`src/rtl/uart_pkg.sv`:
```
// Shared types and helpers for the parametrised UART receiver.
package uart_pkg;

  typedef enum logic [2:0] {
    ST_IDLE,
    ST_START,
    ST_DATA,
    ST_PARITY,
    ST_STOP,
    ST_BREAK
  } uart_rx_state_t;

  localparam int PARITY_NONE = 0;
  localparam int PARITY_ODD  = 1;
  localparam int PARITY_EVEN = 2;

  // Parity bit a correct transmitter sends for the given (zero-padded) data word.
  function automatic logic parity_calc(input logic [8:0] data, input int mode);
    case (mode)
      PARITY_ODD:  return ~(^data);
      PARITY_EVEN: return ^data;
      default:     return 1'b0;
    endcase
  endfunction

endpackage

```
`src/rtl/uart_rx_fifo_if.sv`:
```
// Output-side stream of the UART receiver: head word, tags, valid/ready and fill level.
interface uart_rx_fifo_if #(
  parameter int DATA_BITS  = 8,
  parameter int FIFO_DEPTH = 16
);
  logic [DATA_BITS-1:0]         data_out;
  logic                         parity_err_out;
  logic                         frame_err_out;
  logic                         valid_out;
  logic                         ready_in;
  logic [$clog2(FIFO_DEPTH):0]  count_out;

  modport master (
    output data_out, parity_err_out, frame_err_out, valid_out, count_out,
    input  ready_in
  );

  modport slave (
    input  data_out, parity_err_out, frame_err_out, valid_out, count_out,
    output ready_in
  );
endinterface

```
`src/rtl/uart_rx_fifo_sync_fifo.sv`:
```
// Show-ahead synchronous FIFO; head word is presented whenever non-empty, zero when empty.
module sync_fifo #(
  parameter int WIDTH = 10,
  parameter int DEPTH = 16
) (
  input  logic                     clk_in,
  input  logic                     rst_in,
  input  logic                     push,
  input  logic [WIDTH-1:0]         wr_data,
  input  logic                     pop,
  output logic [WIDTH-1:0]         rd_data,
  output logic                     empty,
  output logic                     full,
  output logic [$clog2(DEPTH):0]   count
);
  localparam int AW = $clog2(DEPTH);

  logic [WIDTH-1:0] mem [DEPTH];
  logic [AW-1:0]    wr_ptr;
  logic [AW-1:0]    rd_ptr;
  logic             wr_en;
  logic             rd_en;

  assign empty = (count == '0);
  assign full  = (count == (AW+1)'(DEPTH));
  assign rd_en = pop && !empty;
  // A pop in the same cycle frees the slot, so a push into a full FIFO is still taken.
  assign wr_en = push && (!full || rd_en);

  always_ff @(posedge clk_in) begin
    if (rst_in) begin
      wr_ptr <= '0;
      rd_ptr <= '0;
      count  <= '0;
    end else begin
      if (wr_en) wr_ptr <= wr_ptr + AW'(1);
      if (rd_en) rd_ptr <= rd_ptr + AW'(1);
      count <= count + (AW+1)'(wr_en) - (AW+1)'(rd_en);
    end
  end

  always_ff @(posedge clk_in) begin
    if (wr_en) mem[wr_ptr] <= wr_data;
  end

  assign rd_data = empty ? '0 : mem[rd_ptr];

endmodule

```
`src/rtl/uart_rx_fifo.sv`:
```
// Parametrised UART receiver with false-start rejection, parity/framing tags,
// break suppression and an output FIFO with sticky overflow.
module uart_rx_fifo
  import uart_pkg::*;
#(
  parameter int CLOCKS_PER_BAUD = 868,
  parameter int DATA_BITS       = 8,
  parameter int PARITY          = 0,
  parameter int STOP_BITS       = 1,
  parameter int FIFO_DEPTH      = 16
) (
  input  logic              clk_in,
  input  logic              rst_in,
  input  logic              rx_in,
  uart_rx_fifo_if.master    rx_bus,
  output logic              overflow_out,
  input  logic              clear_err_in
);
  localparam int BW = $clog2(CLOCKS_PER_BAUD);
  localparam int CW = $clog2(FIFO_DEPTH) + 1;
  localparam logic [BW-1:0] HALF_LOAD = BW'(CLOCKS_PER_BAUD / 2 - 1);
  localparam logic [BW-1:0] FULL_LOAD = BW'(CLOCKS_PER_BAUD - 1);

  logic                 rx_meta, rx_s;
  uart_rx_state_t       state, state_n;
  logic [BW-1:0]        baud_cnt, baud_n;
  logic [3:0]           bit_cnt, bit_n;
  logic [DATA_BITS-1:0] shift_q, shift_n;
  logic                 perr_q, perr_n;
  logic                 ferr_q, ferr_n;
  logic                 push_q, push_n;
  logic                 expire;

  logic [DATA_BITS+1:0] head;
  logic                 fifo_empty, fifo_full, pop;
  logic [CW-1:0]        fifo_count;

  always_ff @(posedge clk_in) begin
    if (rst_in) begin
      rx_meta  <= 1'b1;
      rx_s     <= 1'b1;
      state    <= ST_IDLE;
      baud_cnt <= '0;
      bit_cnt  <= '0;
      shift_q  <= '0;
      perr_q   <= 1'b0;
      ferr_q   <= 1'b0;
      push_q   <= 1'b0;
    end else begin
      rx_meta  <= rx_in;
      rx_s     <= rx_meta;
      state    <= state_n;
      baud_cnt <= baud_n;
      bit_cnt  <= bit_n;
      shift_q  <= shift_n;
      perr_q   <= perr_n;
      ferr_q   <= ferr_n;
      push_q   <= push_n;
    end
  end

  assign expire = (baud_cnt == '0);

  always_comb begin
    state_n = state;
    baud_n  = expire ? '0 : baud_cnt - BW'(1);
    bit_n   = bit_cnt;
    shift_n = shift_q;
    perr_n  = perr_q;
    ferr_n  = ferr_q;
    push_n  = 1'b0;
    case (state)
      ST_IDLE: begin
        bit_n = '0;
        if (!rx_s) begin
          state_n = ST_START;
          baud_n  = HALF_LOAD;
        end
      end
      ST_START: if (expire) begin
        if (rx_s) begin
          state_n = ST_IDLE;
        end else begin
          state_n = ST_DATA;
          baud_n  = FULL_LOAD;
          bit_n   = '0;
          perr_n  = 1'b0;
          ferr_n  = 1'b0;
        end
      end
      ST_DATA: if (expire) begin
        shift_n = {rx_s, shift_q[DATA_BITS-1:1]};
        baud_n  = FULL_LOAD;
        if (bit_cnt == 4'(DATA_BITS - 1)) begin
          bit_n   = '0;
          state_n = (PARITY != PARITY_NONE) ? ST_PARITY : ST_STOP;
        end else begin
          bit_n = bit_cnt + 4'd1;
        end
      end
      ST_PARITY: if (expire) begin
        perr_n  = rx_s ^ parity_calc(9'(shift_q), PARITY);
        baud_n  = FULL_LOAD;
        state_n = ST_STOP;
      end
      ST_STOP: if (expire) begin
        if (!rx_s) ferr_n = 1'b1;
        if (bit_cnt == 4'(STOP_BITS - 1)) begin
          // Leave at mid-stop so the next start edge is caught half a bit early.
          push_n  = 1'b1;
          bit_n   = '0;
          state_n = (ferr_q || !rx_s) ? ST_BREAK : ST_IDLE;
        end else begin
          bit_n  = bit_cnt + 4'd1;
          baud_n = FULL_LOAD;
        end
      end
      ST_BREAK: if (rx_s) state_n = ST_IDLE;
      default: state_n = ST_IDLE;
    endcase
  end

  assign pop = !fifo_empty && rx_bus.ready_in;

  sync_fifo #(
    .WIDTH(DATA_BITS + 2),
    .DEPTH(FIFO_DEPTH)
  ) u_fifo (
    .clk_in  (clk_in),
    .rst_in  (rst_in),
    .push    (push_q),
    .wr_data ({ferr_q, perr_q, shift_q}),
    .pop     (pop),
    .rd_data (head),
    .empty   (fifo_empty),
    .full    (fifo_full),
    .count   (fifo_count)
  );

  assign rx_bus.data_out       = head[DATA_BITS-1:0];
  assign rx_bus.parity_err_out = head[DATA_BITS];
  assign rx_bus.frame_err_out  = head[DATA_BITS+1];
  assign rx_bus.valid_out      = !fifo_empty;
  assign rx_bus.count_out      = fifo_count;

  // A drop in the same cycle as a clear keeps the flag set.
  always_ff @(posedge clk_in) begin
    if (rst_in)                          overflow_out <= 1'b0;
    else if (push_q && fifo_full && !pop) overflow_out <= 1'b1;
    else if (clear_err_in)               overflow_out <= 1'b0;
  end

endmodule

```
`src/flat_wrapper.sv`:
```
// flat-port wrapper written by rule: the top's interface ports become plain ports
module uart_rx_fifo_flat import uart_pkg::*;
#(
  parameter int CLOCKS_PER_BAUD = 868,
  parameter int DATA_BITS       = 8,
  parameter int PARITY          = 0,
  parameter int STOP_BITS       = 1,
  parameter int FIFO_DEPTH      = 16
)
  (clk_in, rst_in, rx_in, overflow_out, clear_err_in, rx_bus_data_out, rx_bus_parity_err_out, rx_bus_frame_err_out, rx_bus_valid_out, rx_bus_count_out, rx_bus_ready_in);
  uart_rx_fifo_if #(.DATA_BITS(DATA_BITS), .FIFO_DEPTH(FIFO_DEPTH)) rx_bus_i ();
  input  logic clk_in;
  input  logic rst_in;
  input  logic rx_in;
  output logic overflow_out;
  input  logic clear_err_in;
  output wire logic [$bits(rx_bus_i.data_out)-1:0] rx_bus_data_out;
  output wire logic [$bits(rx_bus_i.parity_err_out)-1:0] rx_bus_parity_err_out;
  output wire logic [$bits(rx_bus_i.frame_err_out)-1:0] rx_bus_frame_err_out;
  output wire logic [$bits(rx_bus_i.valid_out)-1:0] rx_bus_valid_out;
  output wire logic [$bits(rx_bus_i.count_out)-1:0] rx_bus_count_out;
  input wire logic [$bits(rx_bus_i.ready_in)-1:0] rx_bus_ready_in;
  assign rx_bus_data_out = rx_bus_i.data_out;
  assign rx_bus_parity_err_out = rx_bus_i.parity_err_out;
  assign rx_bus_frame_err_out = rx_bus_i.frame_err_out;
  assign rx_bus_valid_out = rx_bus_i.valid_out;
  assign rx_bus_count_out = rx_bus_i.count_out;
  assign rx_bus_i.ready_in = rx_bus_ready_in;
  uart_rx_fifo #(.CLOCKS_PER_BAUD(CLOCKS_PER_BAUD), .DATA_BITS(DATA_BITS), .PARITY(PARITY), .STOP_BITS(STOP_BITS), .FIFO_DEPTH(FIFO_DEPTH)) u_core (.clk_in(clk_in), .rst_in(rst_in), .rx_in(rx_in), .rx_bus(rx_bus_i), .overflow_out(overflow_out), .clear_err_in(clear_err_in));
endmodule
```
`config.mk`:
```
export PLATFORM = sky130hd
export DESIGN_NAME = uart_rx_fifo_flat
export DESIGN_NICKNAME = d
export VERILOG_FILES = /design/src/rtl/uart_pkg.sv /design/src/rtl/uart_rx_fifo_if.sv /design/src/rtl/uart_rx_fifo_sync_fifo.sv /design/src/rtl/uart_rx_fifo.sv /design/src/flat_wrapper.sv
export SDC_FILE = /design/constraint.sdc
export NUM_CORES = 1
export LEC_CHECK = 0
export CAP_MARGIN = 0
export CORE_MARGIN = 1.5
export CORE_UTILIZATION = 65
export DETAILED_ROUTE_END_ITERATION = 16
export HOLD_SLACK_MARGIN = 0.08
export PLACE_DENSITY = 0.91
export SYNTH_ARGS = -nofsm -noshare
export SYNTH_HDL_FRONTEND = slang
export SYNTH_HIERARCHICAL = 1
export SYNTH_SLANG_ARGS = --single-unit
```
`constraint.sdc`:
```
create_clock -name clk_in -period 9.35 [get_ports clk_in]
set_clock_uncertainty 0.05 [all_clocks]
set_input_delay 2.805 -clock clk_in [delete_from_list [all_inputs] [get_ports clk_in]]
set_output_delay 2.805 -clock clk_in [all_outputs]
set_load 0.01 [all_outputs]
```
==> results.py <==
metrics = {
    "power": {
        "ir_drop_mv": 0.2492,
        "power_leakage_nw": 3.385,
        "p_per_area_mw_per_mm2": 239.4,
    },
    "synthesis": {
        "post-synth-top-area-cell": "edfxtp_1",
        "syn-mean-instance-area_um2": 15.80,
        "syn_nets": 578,
        "synth-seq-area-share": 0.6552,
        "syn_inst": 557,
        "yosys-top-cells-area": "edfxtp_1 (55%), dfxtp_1 (11%), mux4_2 (5.6%)",
        "synth_seq_cells": 208,
        "yosysTopAreaCellShare": 0.5460,
        "ys.flop_type": "edfxtp_1",
        "synth_edf_count": 160,
        "synth_warnings": 6,
        "synth_area_mm2": 0.008800,
        "async_flop_share": 0,
        "yosysUniqueCellTypes": 65,
    },
    "setup_path": {
        "cp.depth": 4,
        "r2r-start": "u_core/u_fifo/count[2]$_SDFF_PP0_",
        "reg2reg_depth": 15,
        "worstSetupPathType": "flip-flop to output pin",
        "cp-end-kind": "output pin",
        "critPathMaxFanout": 30,
        "cp_slowest_cell": "dfxtp_2",
        "cp_cell_sequence": "mux4_2 > mux2i_1 > a21oi_1 > clkdlybuf4s50_1",
        "critPathBufInv": 1,
        "critPathCapture": "rx_bus_frame_err_out",
        "r2r_end": "u_core/u_fifo/count[4]$_SDFF_PP0_",
        "crit_required_ns": 6.50,
        "critPathTopFamily": "flip-flops",
        "critPathArrivalTime_ns": 3.13,
        "ff2ff_setup_slack_ns": 5.58,
        "critPathLaunchType": "flip-flop",
        "slowest_delay_ns": 0.97,
    },
    "sta": {
        "worstMarginPinSlew_ns": 1.248,
        "period_needed_ns": 5.980,
        "setup_viol": 0,
        "fin_crit_sh": 0.6396,
        "rsz0062_at_grt": "false",
        "hold_slack_ns": 0.3571,
        "timing.final.max_slew_violations": 0,
        "finalWorstSetupSlack_ns": 3.370,
        "fmax_ghz": 0.1672,
        "hold_viol": 0,
        "setup_tns_ns": 0,
        "slew_headroom": 0.1648,
    },
    "min_path": {
        "min-delay-path-class": "flip-flop to flip-flop",
        "min_path_cells": 1,
    },
    "grt": {
        "grt_pass1_vias": 5003,
        "antenna_found_initial": 0,
        "grt_usage": 0.2513,
        "grt_overflow": 0,
        "grt_first_pass_wirelength_um": 27270,
        "grt_max_degree": 41,
    },
    "routing": {
        "wl_per_cell_um": 22.65,
        "drtAntennaViolNets": 0,
        "post-route-drc-count": 0,
        "vias": 4932,
        "drt_iter0_markers": 488,
        "finalWirelength_um": 17280,
        "dr.pass1.iters": 5,
        "viasPerCell": 6.464,
    },
    "clock_tree": {
        "h-tree-depth": 1,
        "holdBufCountCts": 0,
        "cts_max_path_buffers": 3,
        "cts_buffers": 20,
        "cts_resized": 0,
        "postCtsSetupBuffers": 0,
        "cts.sinks": 208,
        "clk_latency_ns": 0.48,
        "root_buffer": "clkbuf_16",
        "path_clk_slew_ns": 0.06,
        "cts_tree": "done",
    },
    "placed_design": {
        "finalWeightedCongestion": 0.8316,
        "port_buffers": 21,
        "pre_cts_slack_ns": 3.602,
        "place_hpwl_um": 10830,
    },
    "die": {
        "rows": 42,
        "fp.dieH_um": 119.4,
        "core_area_mm2": 0.01324,
        "initial_utilization": 0.6645,
        "dieArea_mm2": 0.01424,
        "ios": 22,
        "die_w_um": 119.4,
    },
    "cells_and_area": {
        "fill_cells": 790,
        "final_core_util": 0.7352,
        "final_common_cell": "edfxtp_1",
        "area_growth_pct": 10.64,
        "final_cell_mix": "edfxtp_1 (160), dfxtp_1 (45), nor2_1 (32)",
        "fin_nets": 595,
        "drive_above_1_share": 0.1431,
        "antenna_cells": 0,
    },
    "outcome": {
        "status": "completed",
    },
    "flow_run": {
        "maxCapViolations": 0,
    },
}
==> report_power, final <==
part,switching (mW),internal (mW),leakage [nW]
Sequential,0.0670,1.02,2.00
Combinational,0.251,0.243,1.09
Clock,0.316,0.438,0.297
==> final cells by class <==
class,instances,area (µm²),area share
well taps,176,220.2,0.02262
clock buffers,25,540.5,0.05552
multi-input cells,299,2814,0.2890
repair buffers,24,232.7,0.02390
flip-flops and latches,208,5769,0.5926
clock inverters,10,80.08,0.008225
inverters,21,78.83,0.008097
==> per-layer routing <==
metal	vias to the layer above	global-route usage	share of wire
met5	-	0	0
met4	0	0.07292	0.024
met3	42	0.04358	0.068
met2	202	0.4433	0.52
met1	2480	0.3236	0.38
li1	2208	-	-
==> registers in the layout, summed over array words and instances (netlist names), named ones only <==
signal                count
u_core/bit_cnt            4
u_core/push_q             1
u_core/overflow_out       1
u_core/rx_s               1
u_core/state              3
u_core/shift_q            8
u_core/u_fifo/wr_ptr      4
u_core/rx_meta            1
u_core/perr_q             1
u_core/baud_cnt          10
u_core/u_fifo/mem       160
u_core/ferr_q             1
u_core/u_fifo/rd_ptr      4
u_core/u_fifo/count       5
==> per-stage QoR <==
step           power [mW]  cell area [µm²]  instances
2_1_floorplan       1.455             8800        557
3_3_place_gp        1.568             9115        728
3_5_place_dp        1.589             9115        728
4_1_cts             2.343             9736        763
5_1_grt             2.436             9736        763
6_report            2.331             9736        763
==> how the worst min path moves through the flow <==
stage	start	end	slack (ns)
global placement	u_core/rx_meta$_SDFF_PP1_	u_core/rx_s$_SDFF_PP1_	0.35
detailed placement	u_core/rx_meta$_SDFF_PP1_	u_core/rx_s$_SDFF_PP1_	0.34
finish	u_core/rx_meta$_SDFF_PP1_	u_core/rx_s$_SDFF_PP1_	0.36
global route	u_core/rx_meta$_SDFF_PP1_	u_core/rx_s$_SDFF_PP1_	0.36
floorplan	u_core/rx_meta$_SDFF_PP1_	u_core/rx_s$_SDFF_PP1_	0.34
CTS	u_core/rx_meta$_SDFF_PP1_	u_core/rx_s$_SDFF_PP1_	0.36
==> cell usage after synthesis (all sizes together), types with 10 or more instances <==
cell type / number
nor2: 32
a21oi: 28
edfxtp: 160
nor3: 12
nand2b: 18
mux2i: 20
dfxtp: 48
nand2: 12
o21ai: 17
mux2: 10
inv: 21
buf: 11
mux4: 40
ha: 15
clkbuf: 18
==> worst register-to-register path: stages (launching register included) <==
cell and delay [ns]:
dfxtp_1 0.37, inv_1 0.08, ha_1 0.21, or4b_1 0.50, inv_1 0.12, nor2b_1 0.33
o21a_1 0.32, inv_2 0.08, ha_1 0.28, inv_1 0.04, ha_1 0.20, fa_1 0.40
a21oi_1 0.16, nor2_1 0.07, or3_1 0.35, a21oi_1 0.14
==> cells by family (layout without fill, tap and decap cells) <==
kind of cell / Yosys count / after routing / synth area share
compound gates: 74 / 74 / 0.05275
xor+xnor: 11 / 11 / 0.01095
fa+ha+maj: 16 / 16 / 0.02360
buf+inv: 50 / 80 / 0.02673
flops: 208 / 208 / 0.6552
mux: 70 / 70 / 0.1456
simple gates: 128 / 128 / 0.08517
No activity file was read; power rests on OpenSTA's default activity.
